$ cat config.mk
export PLATFORM = sky130hd
export DESIGN_NAME = spi_master_interface
export DESIGN_NICKNAME = d
export VERILOG_FILES = /design/src/rtl/spi_master_interface.sv
export SDC_FILE = /design/constraint.sdc
export NUM_CORES = 1
export LEC_CHECK = 0
export ABC_CLOCK_PERIOD_IN_PS = 3250
export BUFFER_PORTS_ARGS = -buffer_cell sky130_fd_sc_hd__buf_2
export CAP_MARGIN = 25
export CORE_MARGIN = 4
export CORE_UTILIZATION = 50
export CTS_CLUSTER_DIAMETER = 40
export DETAILED_ROUTE_END_ITERATION = 6
export GPL_TIMING_DRIVEN = 0
export PLACE_DENSITY = 0.78
export SLEW_MARGIN = 30
export SYNTH_ARGS = -nofsm -noshare
export SYNTH_HDL_FRONTEND = slang
export SYNTH_SLANG_ARGS = --single-unit
$ cat constraint.sdc
create_clock -name clk -period 3.25 [get_ports clk]
set_clock_uncertainty 0.2 [all_clocks]
set_input_delay 0 -clock clk [delete_from_list [all_inputs] [get_ports clk]]
set_output_delay 0 -clock clk [all_outputs]
set_load 0.02 [all_outputs]
$ cat src/rtl/spi_master_interface.sv
// SPI master: serialises one command word MSB first over MOSI/SS_n.
// On read-data opcodes it also shifts in a reply from MISO. clk doubles as SCK.
module spi_master_interface #(
    parameter int CMD_WIDTH  = 10,
    parameter int DATA_WIDTH = 8,
    parameter int TURNAROUND = 2,
    parameter int IDLE_GAP   = 2
) (
    input  logic                  clk,
    input  logic                  rst_n,
    input  logic                  start,
    input  logic [CMD_WIDTH-1:0]  cmd_in,
    output logic                  busy,
    output logic                  done,
    output logic [DATA_WIDTH-1:0] rx_data,
    output logic                  rx_valid,
    output logic                  MOSI,
    input  logic                  MISO,
    output logic                  SS_n
);

    localparam int MAX_A = (CMD_WIDTH > DATA_WIDTH) ? CMD_WIDTH : DATA_WIDTH;
    localparam int MAX_B = (TURNAROUND > IDLE_GAP) ? TURNAROUND : IDLE_GAP;
    localparam int MAX_C = (MAX_A > MAX_B) ? MAX_A : MAX_B;
    localparam int CNT_W = $clog2(MAX_C + 1);

    typedef enum logic [2:0] {
        S_IDLE,
        S_SELECT,
        S_SEND,
        S_TURN,
        S_RECV,
        S_GAP
    } state_t;

    state_t                r_state;
    logic [CNT_W-1:0]      r_cnt;
    logic [CMD_WIDTH-1:0]  r_cmd;
    logic                  r_is_read;
    logic [DATA_WIDTH-1:0] r_shreg;
    logic [DATA_WIDTH-1:0] r_rx_data;
    logic                  r_rx_valid;
    logic                  r_done;
    logic                  r_busy;
    logic                  r_mosi;
    logic                  r_ss_n;

    state_t                w_state_next;
    logic [CNT_W-1:0]      w_cnt_next;
    logic [CMD_WIDTH-1:0]  w_cmd_next;
    logic                  w_is_read_next;
    logic [DATA_WIDTH-1:0] w_shreg_next;
    logic [DATA_WIDTH-1:0] w_rx_data_next;
    logic                  w_rx_valid_next;
    logic                  w_done_next;
    logic                  w_busy_next;
    logic                  w_mosi_next;
    logic                  w_ss_n_next;
    logic [DATA_WIDTH-1:0] w_shifted;

    assign w_shifted = {r_shreg[DATA_WIDTH-2:0], MISO};

    always_comb begin
        w_state_next    = r_state;
        w_cnt_next      = r_cnt;
        w_cmd_next      = r_cmd;
        w_is_read_next  = r_is_read;
        w_shreg_next    = r_shreg;
        w_rx_data_next  = r_rx_data;
        w_rx_valid_next = 1'b0;
        w_busy_next     = r_busy;
        w_mosi_next     = r_mosi;
        w_ss_n_next     = r_ss_n;

        case (r_state)
            S_IDLE: begin
                w_ss_n_next = 1'b1;
                w_mosi_next = 1'b0;
                w_busy_next = 1'b0;
                if (start) begin
                    w_cmd_next     = cmd_in;
                    w_is_read_next = (cmd_in[CMD_WIDTH-1:CMD_WIDTH-2] == 2'b11);
                    w_ss_n_next    = 1'b0;
                    w_mosi_next    = cmd_in[CMD_WIDTH-1];
                    w_busy_next    = 1'b1;
                    w_state_next   = S_SELECT;
                end
            end
            S_SELECT: begin
                w_mosi_next  = r_cmd[CMD_WIDTH-1];
                w_cnt_next   = CNT_W'(CMD_WIDTH - 1);
                w_state_next = S_SEND;
            end
            // r_cmd shifts left so its MSB is always the bit on the wire.
            S_SEND: begin
                if (r_cnt == '0) begin
                    w_mosi_next = 1'b0;
                    w_cnt_next  = '0;
                    if (r_is_read) begin
                        w_state_next = S_TURN;
                    end else begin
                        w_ss_n_next  = 1'b1;
                        w_state_next = S_GAP;
                    end
                end else begin
                    w_mosi_next = r_cmd[CMD_WIDTH-2];
                    w_cmd_next  = {r_cmd[CMD_WIDTH-2:0], 1'b0};
                    w_cnt_next  = r_cnt - CNT_W'(1);
                end
            end
            S_TURN: begin
                w_mosi_next = 1'b0;
                if (r_cnt == CNT_W'(TURNAROUND - 1)) begin
                    w_cnt_next   = '0;
                    w_state_next = S_RECV;
                end else begin
                    w_cnt_next = r_cnt + CNT_W'(1);
                end
            end
            S_RECV: begin
                w_mosi_next  = 1'b0;
                w_shreg_next = w_shifted;
                if (r_cnt == CNT_W'(DATA_WIDTH - 1)) begin
                    w_rx_data_next  = w_shifted;
                    w_rx_valid_next = 1'b1;
                    w_ss_n_next     = 1'b1;
                    w_cnt_next      = '0;
                    w_state_next    = S_GAP;
                end else begin
                    w_cnt_next = r_cnt + CNT_W'(1);
                end
            end
            S_GAP: begin
                w_ss_n_next = 1'b1;
                w_mosi_next = 1'b0;
                if (r_cnt == CNT_W'(IDLE_GAP - 1)) begin
                    w_busy_next  = 1'b0;
                    w_cnt_next   = '0;
                    w_state_next = S_IDLE;
                end else begin
                    w_cnt_next = r_cnt + CNT_W'(1);
                end
            end
            default: begin
                w_state_next = S_IDLE;
                w_cnt_next   = '0;
            end
        endcase

        // done is registered, so it is raised on entry to the last GAP cycle.
        w_done_next = (w_state_next == S_GAP) && (w_cnt_next == CNT_W'(IDLE_GAP - 1));
    end

    always_ff @(posedge clk or negedge rst_n) begin
        if (!rst_n) begin
            r_state    <= S_IDLE;
            r_cnt      <= '0;
            r_cmd      <= '0;
            r_is_read  <= 1'b0;
            r_shreg    <= '0;
            r_rx_data  <= '0;
            r_rx_valid <= 1'b0;
            r_done     <= 1'b0;
            r_busy     <= 1'b0;
            r_mosi     <= 1'b0;
            r_ss_n     <= 1'b1;
        end else begin
            r_state    <= w_state_next;
            r_cnt      <= w_cnt_next;
            r_cmd      <= w_cmd_next;
            r_is_read  <= w_is_read_next;
            r_shreg    <= w_shreg_next;
            r_rx_data  <= w_rx_data_next;
            r_rx_valid <= w_rx_valid_next;
            r_done     <= w_done_next;
            r_busy     <= w_busy_next;
            r_mosi     <= w_mosi_next;
            r_ss_n     <= w_ss_n_next;
        end
    end

    assign busy     = r_busy;
    assign done     = r_done;
    assign rx_data  = r_rx_data;
    assign rx_valid = r_rx_valid;
    assign MOSI     = r_mosi;
    assign SS_n     = r_ss_n;

endmodule

== After elaboration in Yosys (flattened, before gate mapping) ==
Cells that the tools add are included.
Storage, ports and cells
  input bits: 14
  register bits after elaboration: 38
  output and inout port bits: 13
Cells by class
  muxes and demuxes: 27
  $add $sub $neg: 2
  reductions and logical operators: 14
  equal/unequal tests: 16
Operators by type and width (count)
  two-way mux 10 bit: 2
  case mux 10 bit (2 select lines): 1
  case mux 4 bit (5 select lines): 1
  two-way mux 3 bit: 6
  case mux 3 bit (6 select lines): 1
  two-way mux 4 bit: 3
  != test 2 bit (second input constant): 6
  two-way mux 1 bit: 10
  equality test 3 bit (second input constant): 3
  equality test 4 x 1 -> 1 bit (second input constant): 2
  case mux 1 bit (4 select lines): 2
  nonzero test 4 bit: 2
  equality test 3 x 2 -> 1 bit (second input constant): 2
  AND reduction 2 bit: 3
  adder 4 x 1 -> 4 bit (second input constant): 1
  equality test 4 x 3 -> 1 bit (second input constant): 1
  logical NOT 4 bit: 1
  AND reduction 4 bit: 1
  nonzero test 2 bit: 2
  subtractor 4 x 1 -> 4 bit (second input constant): 1
  equality test 3 x 1 -> 1 bit (second input constant): 1
  logical NOT 3 bit: 1
  AND reduction 3 bit: 1
  OR reduction 3 bit: 1
  other kinds (4): 4

== Longest topological paths before layout ==
Gate-level depths: netlist (run 1).
  depth after elaboration: 5
  mapped depth: 7
  depth with buffers taken out: 7

== Least setup slack after synthesis (run 1) ==
No wires, ideal clock.
  kind: register to register
  from: reg r_cnt[0]
  to: reg r_done, in the netlist done
  data arrival time: 1770 ps
  slack: 1214 ps
  required time: 2984 ps
  cell stages (with the launch flop): 8
  clock period less this slack: 2036 ps
  buffers on the path: 0
  path through: dfrtp_1 inv_1 ha_1 or3b_1 o31ai_1 a22o_1 and4bb_1 and3_1
On the way
  word-level cells in the longest chain between the ends: 5
  elaborated cells on any way between the ends: 17
  those cells by class: add/sub: 2; eq/ne: 4; mux: 9; reduce/logical: 2
Ends and longest elaborated chain
  start: declaration: RTL line 37  | logic [CNT_W-1:0] r_cnt;
  start signal: assignment: RTL line 169  | r_cnt <= w_cnt_next;
  equality test 4 x 1 -> 1 bit, or another cell as far along: RTL line 113, 136
  two-way mux 3 bit (on tied branches)
  case mux 3 bit (6 select lines) (*): RTL line 75  | case (r_state)
  via w_state_next[2]: RTL line 48  | state_t w_state_next;
  equality test 3 bit (*): RTL line 151  | w_done_next = (w_state_next == S_GAP) && (w_cnt_next == CNT_W'(IDLE_GAP - 1));
  logical AND 1 bit (*): RTL line 151
  via w_done_next: RTL line 55  | logic w_done_next;
  end signal: assignment: RTL line 175  | r_done <= w_done_next;
  end: declaration: RTL line 43  | logic r_done;
Mark *: on every way through the listed nets, which the timed path passes. The rest lies on a longest branch.
A chain may end at the register's enable or synchronous reset.

== Final worst setup path (run 1) ==
  from: reg r_cnt[0]
  to: reg r_cmd[1]
On the way
  word-level cells in the longest chain between the ends: 3
Ends and longest elaborated chain
  logical NOT 4 bit: RTL line 96  | if (r_cnt == '0) begin
  != test 2 bit (no source line)
  AND reduction 3 bit (no source line)
  end signal: assignment: RTL line 170  | r_cmd <= w_cmd_next;
  end: declaration: RTL line 38  | logic [CMD_WIDTH-1:0] r_cmd;
Every way passes these cells.

==> results.toml, run 1 <==
[status]
status = "finished clean"

[timing]
grt_setup_unrepaired = "no"
fin_setup_tns_ns = 0
final-hold-violation-count = 0
fmax_mhz = 416
period_minus_slack_ns = 2.40
tightest_slew_ns = 0.828
slew_violations = 0
holdWs_ns = 0.145
finalCritPeriodShare = 0.739
setup_viol = 0
maxSlewHeadroom = 0.448

[power]
internal_power_uw = 1360
combPwrFrac = 0.451
pwr-share-seq = 0.333
p_per_area_nw_per_um2 = 934
p_switching_uw = 854
vdd_drop_max_uv = 603
clockPowerShare = 0.216
sw_frac_of_total = 0.385
leakage_uw = 0.00117

[cts]
post-cts-setup-buffer-count = 0
cts_root_buf = "clkbuf_8"
cts_tree = "yes"
htree_levels = 2
clk_latency_ns = 0.29
numClockSinks = 38
numCtsBuffers = 5
cts_buffer_depth = 2
cts-resized-gates = 0
clk_pin_slew_ns = 0.08

[floorplan]
die_y_um = 69.8
die_area_um2 = 4870
start_util = 0.521
num_io_pins = 27
die_x_um = 69.8
coreArea_um2 = 3660
fp-row-count = 22

[synth]
yosys_warnings = 0
async_reset_ff_frac = 1.00
synth_cell_types = 45
synth_area_leader_cell = "dfrtp_1"
syn-instance-count = 173
yosys-top-cells-area = "dfrtp_1 (49%), mux2_1 (7.7%), mux2i_1 (4.7%)"
ys.flop_type = "dfrtp_1"
netlist_area_um2 = 1910
synth_top_area_share = 0.486
yosys_register_bits = 38
syn_nets = 192
syn_area_per_cell_um2 = 11.0
synth_edf_count = 0
ys_seq_area_frac = 0.499

[place]
placed_cells = 247
numPortBuffers = 26
gp_congestion = 0.789
dp_hpwl_um = 2520

[global_route]
antenna_found_initial = 0
grt_pass1_wl_um = 6290
first_global_vias = 1403
grt_max_degree = 39
grt_overflow = 0
track_usage = 0.163

[worst_setup_path]
crit_fanout = 10
crit_type = "reg -> reg"
worstPathArrival_ns = 2.41
end_kind = "register"
r2r_start = "r_cnt[0]$_DFF_PN0_"
cp.required_ns = 3.26
rr_endpoint = "r_cmd[1]$_DFFE_PN0P_"
start_kind = "register"
rr_worst_depth = 7
r2r_slack_ns = 0.85

[layout]
area_growth_pct = 24.5
fillers = 274
finalNonFillerCells = 269
nNetsFinal = 239
diodes = 0
regArea_um2 = 952
multi_input_area_um2 = 878
drive_above_1_share = 0.240

[detailed_routing]
routed_wl_um = 3750
dr.pass1.iters = 4
drtIter0Drc = 82
wl_per_cell_um = 13.9
via_per_inst = 5.36
ant_nets = 0
vias = 1442
drcViolationCount = 0

[flow_run]
maxCapViolations = 0

[min_path]
hp-class = "in -> async"
==> cell families (layout without fill, tap and decap cells) <==
family                   Yosys count  after routing  synth area share
adder cells (fa/ha/maj)            5              5            0.0328
AND/OR/NAND/NOR                   51             51             0.156
XOR/XNOR                           2              2           0.00919
flip-flops                        38             38             0.499
buffers and inverters             16             64            0.0400
multiplexers                      25             25             0.142
AO/OA/AOI/OAI                     36             36             0.121
==> registers in the layout (all words and copies together), names as in the netlist <==
signal	cells
r_shreg	7
SS_n	1
done	1
MOSI	1
rx_valid	1
r_state	3
rx_data	8
r_cmd	10
r_cnt	4
r_is_read	1
busy	1
==> timing repair <==
action / CTS / global route
endpoints found under the setup margin: 0 / 0
endpoints found under the hold margin: 51 / 0
hold buffers: 14 / 0
==> cell type report <==
type                       count  area share
tap                           48      0.0253
clock inverter                 3      0.0290
inverter                       6     0.00948
multi-input combinational    119       0.370
clock buffer                   5      0.0290
buffer                        10      0.0227
timing repair buffer          40       0.114
sequential                    38       0.401
==> Yosys cell counts, drive strengths merged (4+ instances only) <==
| cell type | number |
|---|---|
| dfrtp | 37 |
| nand2 | 19 |
| mux2 | 16 |
| o21ai | 14 |
| a21oi | 9 |
| buf | 9 |
| mux2i | 9 |
| inv | 6 |
| nand3 | 6 |
| nor2 | 6 |
| ha | 5 |
| nor2b | 4 |
==> worst max path at each step <==
stage / from / end / slack (ns) / cells past startpoint
global placement: r_cnt[0]$_DFF_PN0_ / r_cmd[5]$_DFFE_PN0P_ / 0.93 / 7
detailed placement: r_cnt[0]$_DFF_PN0_ / done$_DFF_PN0_ / 0.95 / 7
global route: r_cnt[0]$_DFF_PN0_ / r_cmd[1]$_DFFE_PN0P_ / 0.67 / 7
floorplan: r_cnt[0]$_DFF_PN0_ / done$_DFF_PN0_ / 1.21 / 7
finish: r_cnt[0]$_DFF_PN0_ / r_cmd[1]$_DFFE_PN0P_ / 0.85 / 7
CTS: r_cnt[0]$_DFF_PN0_ / r_cmd[1]$_DFFE_PN0P_ / 0.84 / 7
==> per-stage QoR <==
step                utilization  total power, µW  setup WS (ns)  area, µm²
floorplan                     -             1500           1.21       1910
global placement          0.573             1700          0.931       2100
detailed placement        0.573             1720          0.945       2100
finish                    0.649             2220          0.849       2370
CTS                       0.649             2220          0.835       2370
global route              0.649             2380          0.674       2370
==> metal layers <==
layer  part of all wire  GRT usage
met1               0.45      0.210
met2               0.48      0.260
met3              0.046     0.0406
met4              0.020     0.0723
met5                  0          0
==> power by group through the flow <==
stage                     clock network [µW]  logic (µW)  registers, µW
after CTS                                485        1000            736
after global routing                     502        1120            762
final                                    479        1000            738
after detailed placement                   0         972            746
after global placement                     0         960            739
after floorplan                            0         760            743
==> cell usage in the layout, fill, tap and decap left out, drive strengths merged, types with 2 or more instances in the layout <==
| cell type | n |
|---|---|
| a21o | 2 |
| a21oi | 9 |
| a221oi | 2 |
| buf | 35 |
| bufinv | 2 |
| clkbuf | 6 |
| dfrtp | 37 |
| dlygate4sd3 | 14 |
| ha | 5 |
| inv | 6 |
| mux2 | 16 |
| mux2i | 9 |
| nand2 | 19 |
| nand3 | 6 |
| nand3b | 2 |
| nor2 | 6 |
| nor2b | 4 |
| nor3b | 3 |
| o21ai | 14 |
| o221ai | 2 |
| or3b | 2 |
==> critical path, stage by stage, from the launching register on <==
cell	delay, ns
dfrtp_1	0.46
inv_1	0.13
ha_1	0.20
or3b_1	0.46
a21oi_2	0.41
buf_2	0.29
nand2_1	0.08
o21ai_1	0.08
No activity file was read; power rests on OpenSTA's default activity.
==> run 2: changes to the inputs <==
--- a/config.mk
+++ b/config.mk
@@ -5,7 +5,7 @@
 export SDC_FILE = /design/constraint.sdc
 export NUM_CORES = 1
 export LEC_CHECK = 0
-export ABC_CLOCK_PERIOD_IN_PS = 3250
+export ABC_CLOCK_PERIOD_IN_PS = 2500
 export BUFFER_PORTS_ARGS = -buffer_cell sky130_fd_sc_hd__buf_2
 export CAP_MARGIN = 25
 export CORE_MARGIN = 4
==> constraint.sdc (replaced) <==
create_clock -name clk -period 2.5 [get_ports clk]
set_clock_uncertainty 0.2 [all_clocks]
set_input_delay 0 -clock clk [delete_from_list [all_inputs] [get_ports clk]]
set_output_delay 0 -clock clk [all_outputs]
set_load 0.02 [all_outputs]
==> results.toml, run 2 (synthesis gave the netlist of run 1 again) <==
[floorplan]
coreArea_um2 = 3660
die_area_um2 = 4870
start_util = 0.521
die_y_um = 69.8
die_x_um = 69.8
num_io_pins = 27
fp-row-count = 22

[layout]
nNetsFinal = 239
fillers = 270
largest_reg_flops = 10
final_cell_mix = "dfrtp_1 (37), buf_2 (33), nand2_1 (18)"
multi_input_area_um2 = 897
final_area_um2 = 2390
area_growth_pct = 25.5
drive_above_1_share = 0.244
layout_commonest_cell = "dfrtp_1"
diodes = 0
fin_util = 0.654
top_register = "r_cmd"
regArea_um2 = 952

[cts]
numCtsBuffers = 5
clk_latency_ns = 0.29
cts_tree = "yes"
clk_pin_slew_ns = 0.08
cts_root_buf = "clkbuf_8"
cts_buffer_depth = 2
htree_levels = 2
numClockSinks = 38

[worst_setup_path]
worstPathArrival_ns = 2.40
r2r_slack_ns = 0.13
crit_fanout = 7
start_kind = "register"
cp.required_ns = 2.53
crit_type = "reg -> reg"
end_kind = "register"

[detailed_routing]
dr.pass1.iters = 4
wl_per_cell_um = 14.1
drcViolationCount = 0
via_per_inst = 5.46
drtIter0Drc = 77
vias = 1470
ant_nets = 0
routed_wl_um = 3800

[power]
p_per_area_nw_per_um2 = 1220
combPwrFrac = 0.458
leakage_uw = 0.00118
pwr-share-seq = 0.329
p_switching_uw = 1140
vdd_drop_max_uv = 784
fin_total_pwr_uw = 2930
sw_frac_of_total = 0.388
internal_power_uw = 1790
clockPowerShare = 0.213

[timing]
period_minus_slack_ns = 2.37
setup_viol = 0
finalCritPeriodShare = 0.949
tightest_slew_ns = 0.835
fin_setup_tns_ns = 0
final-hold-violation-count = 0
slew_violations = 0
fmax_mhz = 422
maxSlewHeadroom = 0.443
holdWs_ns = 0.147
grt_setup_unrepaired = "no"

[global_route]
track_usage = 0.163
grt_max_degree = 39
grt_overflow = 0
first_global_vias = 1403
grt_pass1_wl_um = 6290
antenna_found_initial = 0

[place]
dp_hpwl_um = 2520
gp_congestion = 0.789
place_area_um2 = 2100
numPortBuffers = 26

[min_path]
hp-class = "in -> async"

[status]
status = "finished clean"

[flow_run]
maxCapViolations = 0
run 2: what timing repair did:
item / in CTS / in global routing
setup buffers: 0 / 0
endpoints found under the hold margin: 51 / 0
resized for setup: 0 / 3
setup endpoints to repair: 0 / 9
hold buffers: 14 / 0
run 2: metal layers:
| metal | share of wire | vias to the layer above | GRT usage |
|---|---|---|---|
| met2 | 0.48 | 52 | 0.260 |
| met4 | 0.024 | 0 | 0.0723 |
| met5 | 0 | - | 0 |
| met1 | 0.44 | 690 | 0.210 |
| li1 | - | 714 | - |
| met3 | 0.050 | 14 | 0.0406 |
run 2: metrics by stage:
| stage | setup slack, ns | std cells |
|---|---|---|
| final | 0.128 | 269 |
| after floorplan | 0.464 | 173 |
| after global routing | 0.0110 | 269 |
| after detailed placement | 0.195 | 247 |
| after global placement | 0.181 | 247 |
| after CTS | 0.0851 | 269 |
run 2: final timing paths:
| path | cells past startpoint | endpoint | startpoint |
|---|---|---|---|
| min reg2reg | 1 | rx_data[6]$_DFFE_PN0P_ | rx_data[6]$_DFFE_PN0P_ |
| max | 7 | done$_DFF_PN0_ | r_cnt[0]$_DFF_PN0_ |
| min | 2 | MOSI$_DFFE_PN0P_ | rst_n |
| max reg2reg | 7 | done$_DFF_PN0_ | r_cnt[0]$_DFF_PN0_ |
| min in group clk | 1 | rx_data[6]$_DFFE_PN0P_ | rx_data[6]$_DFFE_PN0P_ |
| max in group asynchronous | 2 | r_cmd[3]$_DFFE_PN0P_ | rst_n |
run 2: cell type report:
class / count / area share
sequential: 38 / 0.398
multi-input combinational: 119 / 0.375
timing repair buffer: 40 / 0.113
clock buffer: 5 / 0.0288
clock inverter: 3 / 0.0288
tap: 48 / 0.0251
buffer: 10 / 0.0225
inverter: 6 / 0.00941
run 2: worst max-delay path: stages, from the launching register on:
cell and delay [ns]:
dfrtp_1 0.46, inv_1 0.13, ha_1 0.21, or3b_1 0.51, o31ai_1 0.25, a22o_1 0.19
and4bb_1 0.21, and3_1 0.16
run 2: power by group through the flow:
| stage | registers [µW] | logic (µW) | clock network (µW) |
|---|---|---|---|
| CTS | 957 | 1300 | 630 |
| global placement | 961 | 1250 | 0 |
| finish | 962 | 1340 | 623 |
| global route | 994 | 1490 | 653 |
| floorplan | 966 | 989 | 0 |
| detailed placement | 970 | 1260 | 0 |
==> run 3: changes to the inputs <==
--- a/config.mk
+++ b/config.mk
@@ -5,6 +5,7 @@
 export SDC_FILE = /design/constraint.sdc
 export NUM_CORES = 1
 export LEC_CHECK = 0
+export ABC_AREA = 1
 export ABC_CLOCK_PERIOD_IN_PS = 2500
 export BUFFER_PORTS_ARGS = -buffer_cell sky130_fd_sc_hd__buf_2
 export CAP_MARGIN = 25
==> results.toml, run 3 <==
[floorplan]
die_x_um = 71.1
fp-row-count = 22
die_y_um = 71.1
start_util = 0.532
num_io_pins = 27
die_area_um2 = 5060
coreArea_um2 = 3740

[worst_setup_path]
crit_fanout = 8
worst_path_largest_cell_delay_ns = 0.45
cp_top_family = "simple AND/OR/NAND/NOR gates"
worstPathArrival_ns = 2.05
start_kind = "register"
worst-path-buf-inv = 2
end_kind = "register"
crit_slowest_cell = "dfrtp_1"
cp.required_ns = 2.51
path_cells = "inv_1, ha_1, nand2_2, inv_2, nor2_1, nand2_1, nand2_1, nor2_1, nand3_1, nor2_1"
crit_type = "reg -> reg"
critPathMostFrequentCell = "nor2_1"

[global_route]
grt_max_degree = 39
first_global_vias = 1677
track_usage = 0.188
antenna_found_initial = 0
grt_overflow = 0
grt_pass1_wl_um = 7550

[layout]
area_growth_pct = 24.7
multi_input_area_um2 = 845
final_cell_mix = "nand2_1 (60), dfrtp_1 (37), inv_1 (28)"
nNetsFinal = 308
layout_commonest_cell = "nand2_1"
top_register = "r_cmd"
drive_above_1_share = 0.214
regArea_um2 = 952
fillers = 308
diodes = 0
largest_reg_flops = 10

[synth]
ys.flop_type = "dfrtp_1"
yosys-top-cells-count = "nand2_1 (60), dfrtp_1 (37), inv_1 (28)"
synth_area_leader_cell = "dfrtp_1"
synth_most_common_cell = "nand2_1"
yosys-top-cells-area = "dfrtp_1 (46%), nand2_1 (11%), inv_1 (5.3%)"
synth_top_area_share = 0.465
syn_nets = 259
synth_edf_count = 0
syn-instance-count = 240
yosys_warnings = 0
async_reset_ff_frac = 1.00
yosys_register_bits = 38
ys_seq_area_frac = 0.478
netlist_area_um2 = 1990
synth_cell_types = 31
syn_area_per_cell_um2 = 8.30

[power]
vdd_drop_max_uv = 838
leakage_uw = 0.00124
p_per_area_nw_per_um2 = 1290

[cts]
cts_tree = "yes"
post-cts-setup-buffer-count = 0
htree_levels = 2
numClockSinks = 38
clk_pin_slew_ns = 0.07
clk_latency_ns = 0.29
cts_root_buf = "clkbuf_8"
numCtsBuffers = 5
cts_buffer_depth = 2

[detailed_routing]
drcViolationCount = 0
routed_wl_um = 4330
wl_per_cell_um = 12.8
via_per_inst = 5.09
drtIter0Drc = 92
vias = 1719
dr.pass1.iters = 4
ant_nets = 0

[timing]
setup_viol = 0
holdWs_ns = 0.139
final-hold-violation-count = 0
period_minus_slack_ns = 2.04
slew_violations = 0
tightest_slew_ns = 0.816
maxSlewHeadroom = 0.456
fin_setup_tns_ns = 0
finalCritPeriodShare = 0.817
grt_setup_unrepaired = "no"
fmax_mhz = 490

[place]
dp_hpwl_um = 2860
gp_congestion = 0.814
numPortBuffers = 26

[min_path]
hp-class = "in -> async"

[status]
status = "finished clean"

[flow_run]
maxCapViolations = 0
[run 3: stage by stage]
step,area [µm²],utilization,worst slack (ns),cells,total power (µW)
2_1_floorplan,1990,-,0.805,240,2160
3_3_place_gp,2180,0.583,0.522,314,2450
3_5_place_dp,2180,0.583,0.497,314,2500
4_1_cts,2480,0.664,0.472,338,3190
5_1_grt,2480,0.664,0.295,338,3440
6_report,2480,0.664,0.458,338,3200
[run 3: final timing paths]
| path | slack (ns) | end | from | depth (start not counted) |
|---|---|---|---|---|
| worst max-delay path | 0.46 | done$_DFF_PN0_ | r_cnt[0]$_DFF_PN0_ | 10 |
| worst min-delay path | 0.14 | rx_data[5]$_DFFE_PN0P_ | rst_n | 2 |
| worst max register to register | 0.46 | done$_DFF_PN0_ | r_cnt[0]$_DFF_PN0_ | 10 |
| worst min register to register | 0.27 | SS_n$_DFFE_PN1P_ | SS_n$_DFFE_PN1P_ | 2 |
| max in group asynchronous | 1.44 | r_cmd[5]$_DFFE_PN0P_ | rst_n | 2 |
| min in group clk | 0.27 | SS_n$_DFFE_PN1P_ | SS_n$_DFFE_PN1P_ | 2 |
[run 3: cell type report]
class / count / area share
Tap cell: 48 / 0.0242
Multi-Input combinational cell: 160 / 0.340
Clock inverter: 2 / 0.0242
Buffer: 7 / 0.0247
Inverter: 35 / 0.0539
Timing Repair Buffer: 42 / 0.117
Clock buffer: 6 / 0.0332
Sequential cell: 38 / 0.383
[run 3: cells by family (layout without fill, tap and decap cells)]
logic type,count (synthesis),count (layout),synth area share
buf+inv,42,92,0.0980
xor+xnor,2,2,0.00880
flops,38,38,0.478
compound gates,44,44,0.133
simple gates,109,109,0.251
fa+ha+maj,5,5,0.0314
[run 3: routing by layer]
layer / routed length (µm) / part of all wire / GRT usage / up-vias
li1: - / - / - / 865
met1: 1970 / 0.46 / 0.247 / 810
met2: 2110 / 0.49 / 0.301 / 32
met3: 128 / 0.030 / 0.0398 / 12
met4: 119 / 0.027 / 0.0814 / 0
met5: 0 / 0 / 0 / -
[run 3: where the power goes]
part / switching (µW) / leakage [µW] / internal, µW
clock: 214 / 0.0000714 / 426
combinational: 1000 / 0.000686 / 571
sequential: 143 / 0.000485 / 839
[run 3: timing repair]
action                                  4_1_cts  5_1_grt
resized for setup                             0        0
hold buffers                                 16        0
endpoints found under the setup margin        0        0
endpoints found under the hold margin        53        0
